### src/rtl/hex_display_scan.sv
// Eight-digit time-multiplexed seven-segment scanner for a common-anode display.
// Register inputs are captured once per frame so a frame never mixes old and new values.
module hex_display_scan #(
  parameter int DIV   = 50000,
  parameter int BLANK = 2
) (
  input  logic       clk,
  input  logic       reset,
  input  logic [7:0] s1,
  input  logic [7:0] s2,
  input  logic [7:0] s3,
  input  logic [7:0] s4,
  input  logic [7:0] dp_mask,
  input  logic       en,
  output logic [7:0] an,
  output logic [6:0] seg,
  output logic       dp,
  output logic       frame
);

  localparam int             PW      = (DIV > 2) ? $clog2(DIV) : 1;
  localparam logic [PW-1:0]  DIV_M1  = PW'(DIV - 1);
  localparam logic [PW-1:0]  BLANK_C = PW'(BLANK);

  logic [PW-1:0] pcnt;
  logic [2:0]    idx;
  logic [31:0]   shadow;
  logic [7:0]    shadow_dp;
  logic          load_pend;

  logic          tick;
  logic          load;
  logic          anode_on;
  logic [3:0]    nibble;
  logic [7:0]    an_next;
  logic [6:0]    seg_next;
  logic          dp_next;

  // Active-low font, segment order {g,f,e,d,c,b,a}.
  function automatic logic [6:0] font(input logic [3:0] n);
    logic [6:0] f;
    f = 7'h7F;
    case (n)
      4'h0: f = 7'h40;
      4'h1: f = 7'h79;
      4'h2: f = 7'h24;
      4'h3: f = 7'h30;
      4'h4: f = 7'h19;
      4'h5: f = 7'h12;
      4'h6: f = 7'h02;
      4'h7: f = 7'h78;
      4'h8: f = 7'h00;
      4'h9: f = 7'h10;
      4'hA: f = 7'h08;
      4'hB: f = 7'h03;
      4'hC: f = 7'h46;
      4'hD: f = 7'h21;
      4'hE: f = 7'h06;
      4'hF: f = 7'h0E;
      default: f = 7'h7F;
    endcase
    return f;
  endfunction

  assign tick = (pcnt == DIV_M1);
  // A pending post-reset load and an end-of-frame load collapse into one load.
  assign load = load_pend | (tick & (idx == 3'd7));

  // NOTE: every signal driven here gets a value first, so no path can infer a latch.
  always_comb begin
    anode_on = 1'b0;
    nibble   = 4'h0;
    an_next  = 8'hFF;
    seg_next = 7'h7F;
    dp_next  = 1'b1;

    anode_on = en && (pcnt >= BLANK_C);
    nibble   = shadow[{idx, 2'b00} +: 4];
    seg_next = font(nibble);
    if (anode_on) begin
      an_next = ~(8'h01 << idx);
      dp_next = ~shadow_dp[idx];
    end
  end

  // NOTE: sequential state uses non-blocking assignments so every register sees pre-edge values.
  always_ff @(posedge clk or negedge reset) begin
    if (!reset) begin
      pcnt      <= '0;
      idx       <= 3'd0;
      shadow    <= 32'h0;
      shadow_dp <= 8'h00;
      load_pend <= 1'b1;
      an        <= 8'hFF;
      seg       <= 7'h7F;
      dp        <= 1'b1;
      frame     <= 1'b0;
    end else begin
      pcnt <= tick ? '0 : pcnt + 1'b1;
      if (tick) idx <= idx + 3'd1;

      if (load) begin
        shadow    <= {s4, s3, s2, s1};
        shadow_dp <= dp_mask;
      end
      load_pend <= 1'b0;
      frame     <= load;

      an  <= an_next;
      seg <= seg_next;
      dp  <= dp_next;
    end
  end

endmodule

### config.mk
export PLATFORM = sky130hd
export DESIGN_NAME = hex_display_scan
export DESIGN_NICKNAME = d
export VERILOG_FILES = /design/src/rtl/hex_display_scan.sv
export SDC_FILE = /design/constraint.sdc
export NUM_CORES = 1
export LEC_CHECK = 0
export BUFFER_PORTS_ARGS = -buffer_cell sky130_fd_sc_hd__buf_4
export CORE_ASPECT_RATIO = 1.5
export CORE_MARGIN = 2
export CORE_UTILIZATION = 52
export DETAILED_ROUTE_END_ITERATION = 10
export GPL_TIMING_DRIVEN = 0
export MAX_ROUTING_LAYER = met4
export PLACE_DENSITY_LB_ADDON = 0.2
export SLEW_MARGIN = 20
export SYNTH_ARGS = -nofsm -noshare
export SYNTH_HDL_FRONTEND = slang
export SYNTH_SLANG_ARGS = --single-unit
### constraint.sdc
create_clock -name clk -period 4.4 [get_ports clk]
set_input_delay 0 -clock clk [delete_from_list [all_inputs] [get_ports clk]]
set_output_delay 0 -clock clk [all_outputs]
set_load 0.05 [all_outputs]
* Word level (Yosys, flattened, before mapping)
Memory sizes are Yosys's and may differ from the RTL's. A register that Yosys moved wholly into a read port is not among the register bits.
Index checks and enable logic that the tools add are counted.
** Word-level totals
- Memories :: 1
- Bits of input ports :: 43
- Word-level logic and storage cells :: 28
- Register bits :: 70
- ROM bits :: 112
** Memories
- (no name shown) :: depth 16, width 7, read ports 1, clocked after memory_dff 1, wr ports 0, RTL line 43 : case (n)
** Cells by class
- Eq/ne operators :: 2
- $add $sub $neg :: 2
- Magnitude comparators :: 2
- Shift-type cells :: 2
- Bitwise logic cells :: 4
- Reduce and logical (&&, ||, !) cells :: 2
- Muxes and demuxes :: 5
** Operators with widths (number)
- $shiftx 32x6->4 :: 1
- $add 16x1->16 const B :: 1
- $eq 16x16->1 const B :: 1
- $ge 16x2->1 const B :: 1
- $mux 16 :: 1
- $mux 8 :: 1
- $not 8->8 :: 1
- $shl 1x3->8 const A :: 1
- $lt 3x4->1 const B :: 1
- $add 3x1->3 const B :: 1
- $bmux 1 s3 :: 1
- $eq 3x3->1 const B :: 1
- $mux 1 :: 2
- $and 1x1->1 :: 1
- $logic_and 1x1->1 :: 1
- $logic_not 1->1 :: 1
- $not 1->1 :: 1
- $or 1x1->1 :: 1

* Logic depth before layout (Yosys ltp)
- Depth in word-level cells :: 4
- Depth in mapped cells :: 9

* Least setup slack after synthesis
OpenSTA, ideal clock, no wires.
- Path kind :: register to register
- Start point :: reg idx[0]
- End point :: reg seg[3]
- Data arrival time :: 2185 ps
- Cell stages (with the launch flop) :: 10
- Period minus slack after synthesis :: 2262 ps
- Path slack :: 2138 ps
- Path buffers :: 1
- Required time :: 4323 ps
- Path through :: dfrtp_1 -> buf_4 -> mux4_2 -> mux2i_1 -> inv_1 -> ha_1 -> inv_1 -> nor2_1 -> nand3b_1 -> o21a_1
** On the way
- Longest elaborated chain between the ends :: 1
** RTL lines
- from (decl) :: RTL line 26 : logic [2:0] idx;
- from (signal assigned) :: RTL line 100 : if (tick) idx <= idx + 3'd1;
- $shiftx 32x6->4 :: RTL line 78 : nibble = shadow[{idx, 2'b00} +: 4];
- to (decl) :: RTL line 16 : output logic [6:0] seg,
Every way passes these cells.
A chain may end at the register's enable or synchronous reset.

* Worst setup path after layout
- Start point :: reg idx[1]
- End point :: reg seg[3]
The elaborated chain is that of the path after synthesis.

==> results.sh <==
export IMPL_pin_count=60
export IMPL_antenna_found_initial=0
export IMPL_syn_nets=321
export IMPL_wirelength_mm=7.089
export IMPL_setup_tns_ns=0
export IMPL_ys_types=36
export IMPL_max_vdd_ir_drop_uv=223.6
export IMPL_avgSynthCellArea_sq_um=13.94
export IMPL_grt_overflow=0
export IMPL_max_freq_mhz=380.5
export IMPL_die_h_microns=107.0
export IMPL_r2r_slack_ns=1.77
export IMPL_core_area_sq_um=6852
export IMPL_cts_sinks=77
export IMPL_ys_seq_area_frac=0.5292
export IMPL_clk_latency_ns=0.36
export IMPL_die_w_microns=72.70
export IMPL_hold_violations=0
export IMPL_drc_errors=0
export IMPL_skew_ns=0.007414
export IMPL_synth_compound_area_frac=0.03025
export IMPL_tightest_slew_ns=0.9508
export IMPL_dp_hpwl_mm=4.657
export IMPL_seq_area_sq_um=1948
export IMPL_startpoint_type="flip-flop"
export IMPL_synth_area_leaders="dfrtp_1 41%, mux2_4 16%, dfstp_2 12%, mux4_2 6.1%, ha_1 4.8%"
export IMPL_grt_max_degree=78
export IMPL_multi_input_area_sq_um=1630
export IMPL_hp_class="in -> async"
export IMPL_synth_top_cell_area_share=0.4079
export IMPL_async_reset_ff_frac=1.000
export IMPL_synthCells=264
export IMPL_cts_root_buf="clkbuf_8"
export IMPL_syn_cell_area_sq_um=3681
export IMPL_slew_headroom=0.3662
export IMPL_grt_pass1_vias=2520
export IMPL_synth_edff_count=0
export IMPL_clk_path_buf_depth=2
export IMPL_drtIter0Drc=86
export IMPL_drtAntennaViolNets=0
export IMPL_place_congestion=0.8367
export IMPL_cts_buffers=9
export IMPL_synthToLayoutAreaGrowth_pct=30.76
export IMPL_track_usage=0.2118
export IMPL_cp_end_kind="flip-flop"
export IMPL_grt_pass1_wl_mm=11.90
export IMPL_antennaDiodeCount=0
export IMPL_leakage_nw=2.276
export IMPL_outcome="complete, no violations"
export IMPL_synth_top_family_by_area="multiplexers"
export IMPL_vias=2382
export IMPL_worst_slack_ns=1.772
export IMPL_crit_type="reg -> reg"
export IMPL_crit_required_ns=4.69
export IMPL_dp_slack_ns=1.788
export IMPL_synth_simple_area_share=0.08532
export IMPL_final_layout_size_suffix_gt1_frac=0.3937
export IMPL_fill_cells=485
export IMPL_io_buffers=59
export IMPL_clk_pin_slew_ns=0.07
export IMPL_row_count=37
export IMPL_via_per_inst=5.190
export IMPL_cp_data_arrival_time_ns=2.92
export IMPL_r2r_start="idx[1]"
export IMPL_drt_wirelength_per_cell_microns=15.44
export IMPL_cp_max_fo=10
export IMPL_yosys_area_share_adder=0.04759
export IMPL_synth_warning_count=0
export IMPL_reg2reg_to="seg[3]"
export IMPL_maxCapViolations=0
export IMPL_min_period_ns=2.628
export IMPL_dieArea_sq_um=7782
export IMPL_initial_core_util=0.5373
export IMPL_synth_top_cell_by_area="dfrtp_1"
export IMPL_nets=433
export IMPL_tritoncts="yes"
export IMPL_htree_levels=3
export IMPL_ys_seq_elements=77
export IMPL_rsz0062_at_grt="false"
export IMPL_r2r_cells=9
export IMPL_synth_xor_area_frac=0.03331
export IMPL_fin_crit_sh=0.5973
export IMPL_setup_viol=0
export IMPL_detailedRoute_firstPassIterationCount=4
export IMPL_powerDensity_nw_per_um2=320.9
export IMPL_yosys_mux_area_fraction=0.2454
export IMPL_synthFlopType="dfrtp_1"
export IMPL_slew_violations=0
-- placed cells by master (no fill, tap or decap), drive strengths merged, types with 7 or more instances in the layout --
cell	count
mux2	41
dlygate4sd3	42
dfstp	17
ha	14
xor2	8
dfrtp	60
buf	65
mux4	10
nor2	17
clkbuf	18
inv	9
nand2	23
nand3	9
mux2i	7
-- worst max-delay path: stages (launching register included) --
cell and delay, ns:
dfrtp_1 0.42, clkbuf_1 0.50, mux4_2 0.41, mux2i_1 0.49, inv_1 0.13, ha_1 0.22, inv_1 0.07, nor2_1 0.05
nand3b_1 0.16, o21a_1 0.11
-- cell usage after synthesis (all sizes together), types with 2 or more instances --
library cell  count
dfrtp            60
a22o              3
nand2            23
nor4              4
inv               9
or2               2
a21oi             3
xnor2             6
mux2i             7
o21a              2
o21ai             4
ha               14
buf               6
clkbuf            3
mux2             41
dfstp            17
nor3              5
nor2             17
xor2              8
nand3             9
mux4             10
and2              3
-- routing by layer --
metal  vias to the layer above  wire, microns  track usage
met4                         0            164       0.1071
met3                        11            245      0.04699
li1                       1138              -            -
met2                        50           3796       0.3409
met5                         -              0            -
met1                      1183           2883       0.2471
-- registers in the layout, indices dropped and copies added (netlist names) --
| signal | cells |
|---|---|
| idx | 3 |
| an | 8 |
| shadow | 32 |
| shadow_dp | 8 |
| seg | 7 |
| pcnt | 16 |
| load_pend | 1 |
| frame | 1 |
| dp | 1 |
-- worst max-delay path by stage --
stage / startpoint / to / depth (start not counted)
after floorplan: idx[0] / seg[3] / 9
after global routing: idx[1] / seg[3] / 9
after global placement: idx[1] / seg[3] / 9
final: idx[1] / seg[3] / 9
after detailed placement: idx[1] / seg[3] / 9
after CTS: idx[1] / seg[3] / 9
-- metrics by stage --
step                      total power, mW    util  hold WS, ns  cell area [sq um]  cells
after detailed placement            1.049  0.6161       0.2016               4222    401
after global routing                1.616  0.7025       0.4018               4813    459
after global placement              1.043  0.6161       0.1989               4222    401
after floorplan                    0.9644       -      -0.2956               3681    264
after CTS                           1.554  0.7025       0.3606               4813    459
final                               1.545  0.7025       0.3332               4813    459
-- where the power goes --
group / leakage, nW / internal, mW / switching, mW
Clock: 0.0877 / 0.236 / 0.242
Combinational: 1.28 / 0.151 / 0.124
Sequential: 0.907 / 0.766 / 0.0253
Total: 2.28 / 1.15 / 0.391
-- cell type report --
class,count,area share
Buffer,9,0.01430
Clock buffer,15,0.03457
Clock inverter,1,0.001040
Inverter,9,0.007018
Multi-Input combinational cell,169,0.3387
Sequential cell,77,0.4047
Tap cell,78,0.02028
Timing Repair Buffer,101,0.1794
-- logic make-up (layout without fill, tap and decap cells) --
logic type | count (synthesis) | count (layout)
adder cells (fa/ha/maj) | 14 | 14
buffers and inverters | 18 | 135
flip-flops | 77 | 77
other | 1 | 1
AND/OR/NAND/NOR | 66 | 66
multiplexers | 58 | 58
XOR/XNOR | 14 | 14
AO/OA/AOI/OAI | 16 | 16
-- what timing repair did --
| item | CTS | global route |
|---|---|---|
| setup endpoints to repair | 0 | 0 |
| endpoints found under the hold margin | 103 | 0 |
| hold buffers | 42 | 0 |
| buffers inserted | 0 | 0 |
| resized for setup | 0 | 0 |
Power figures use the tool's default switching activity.
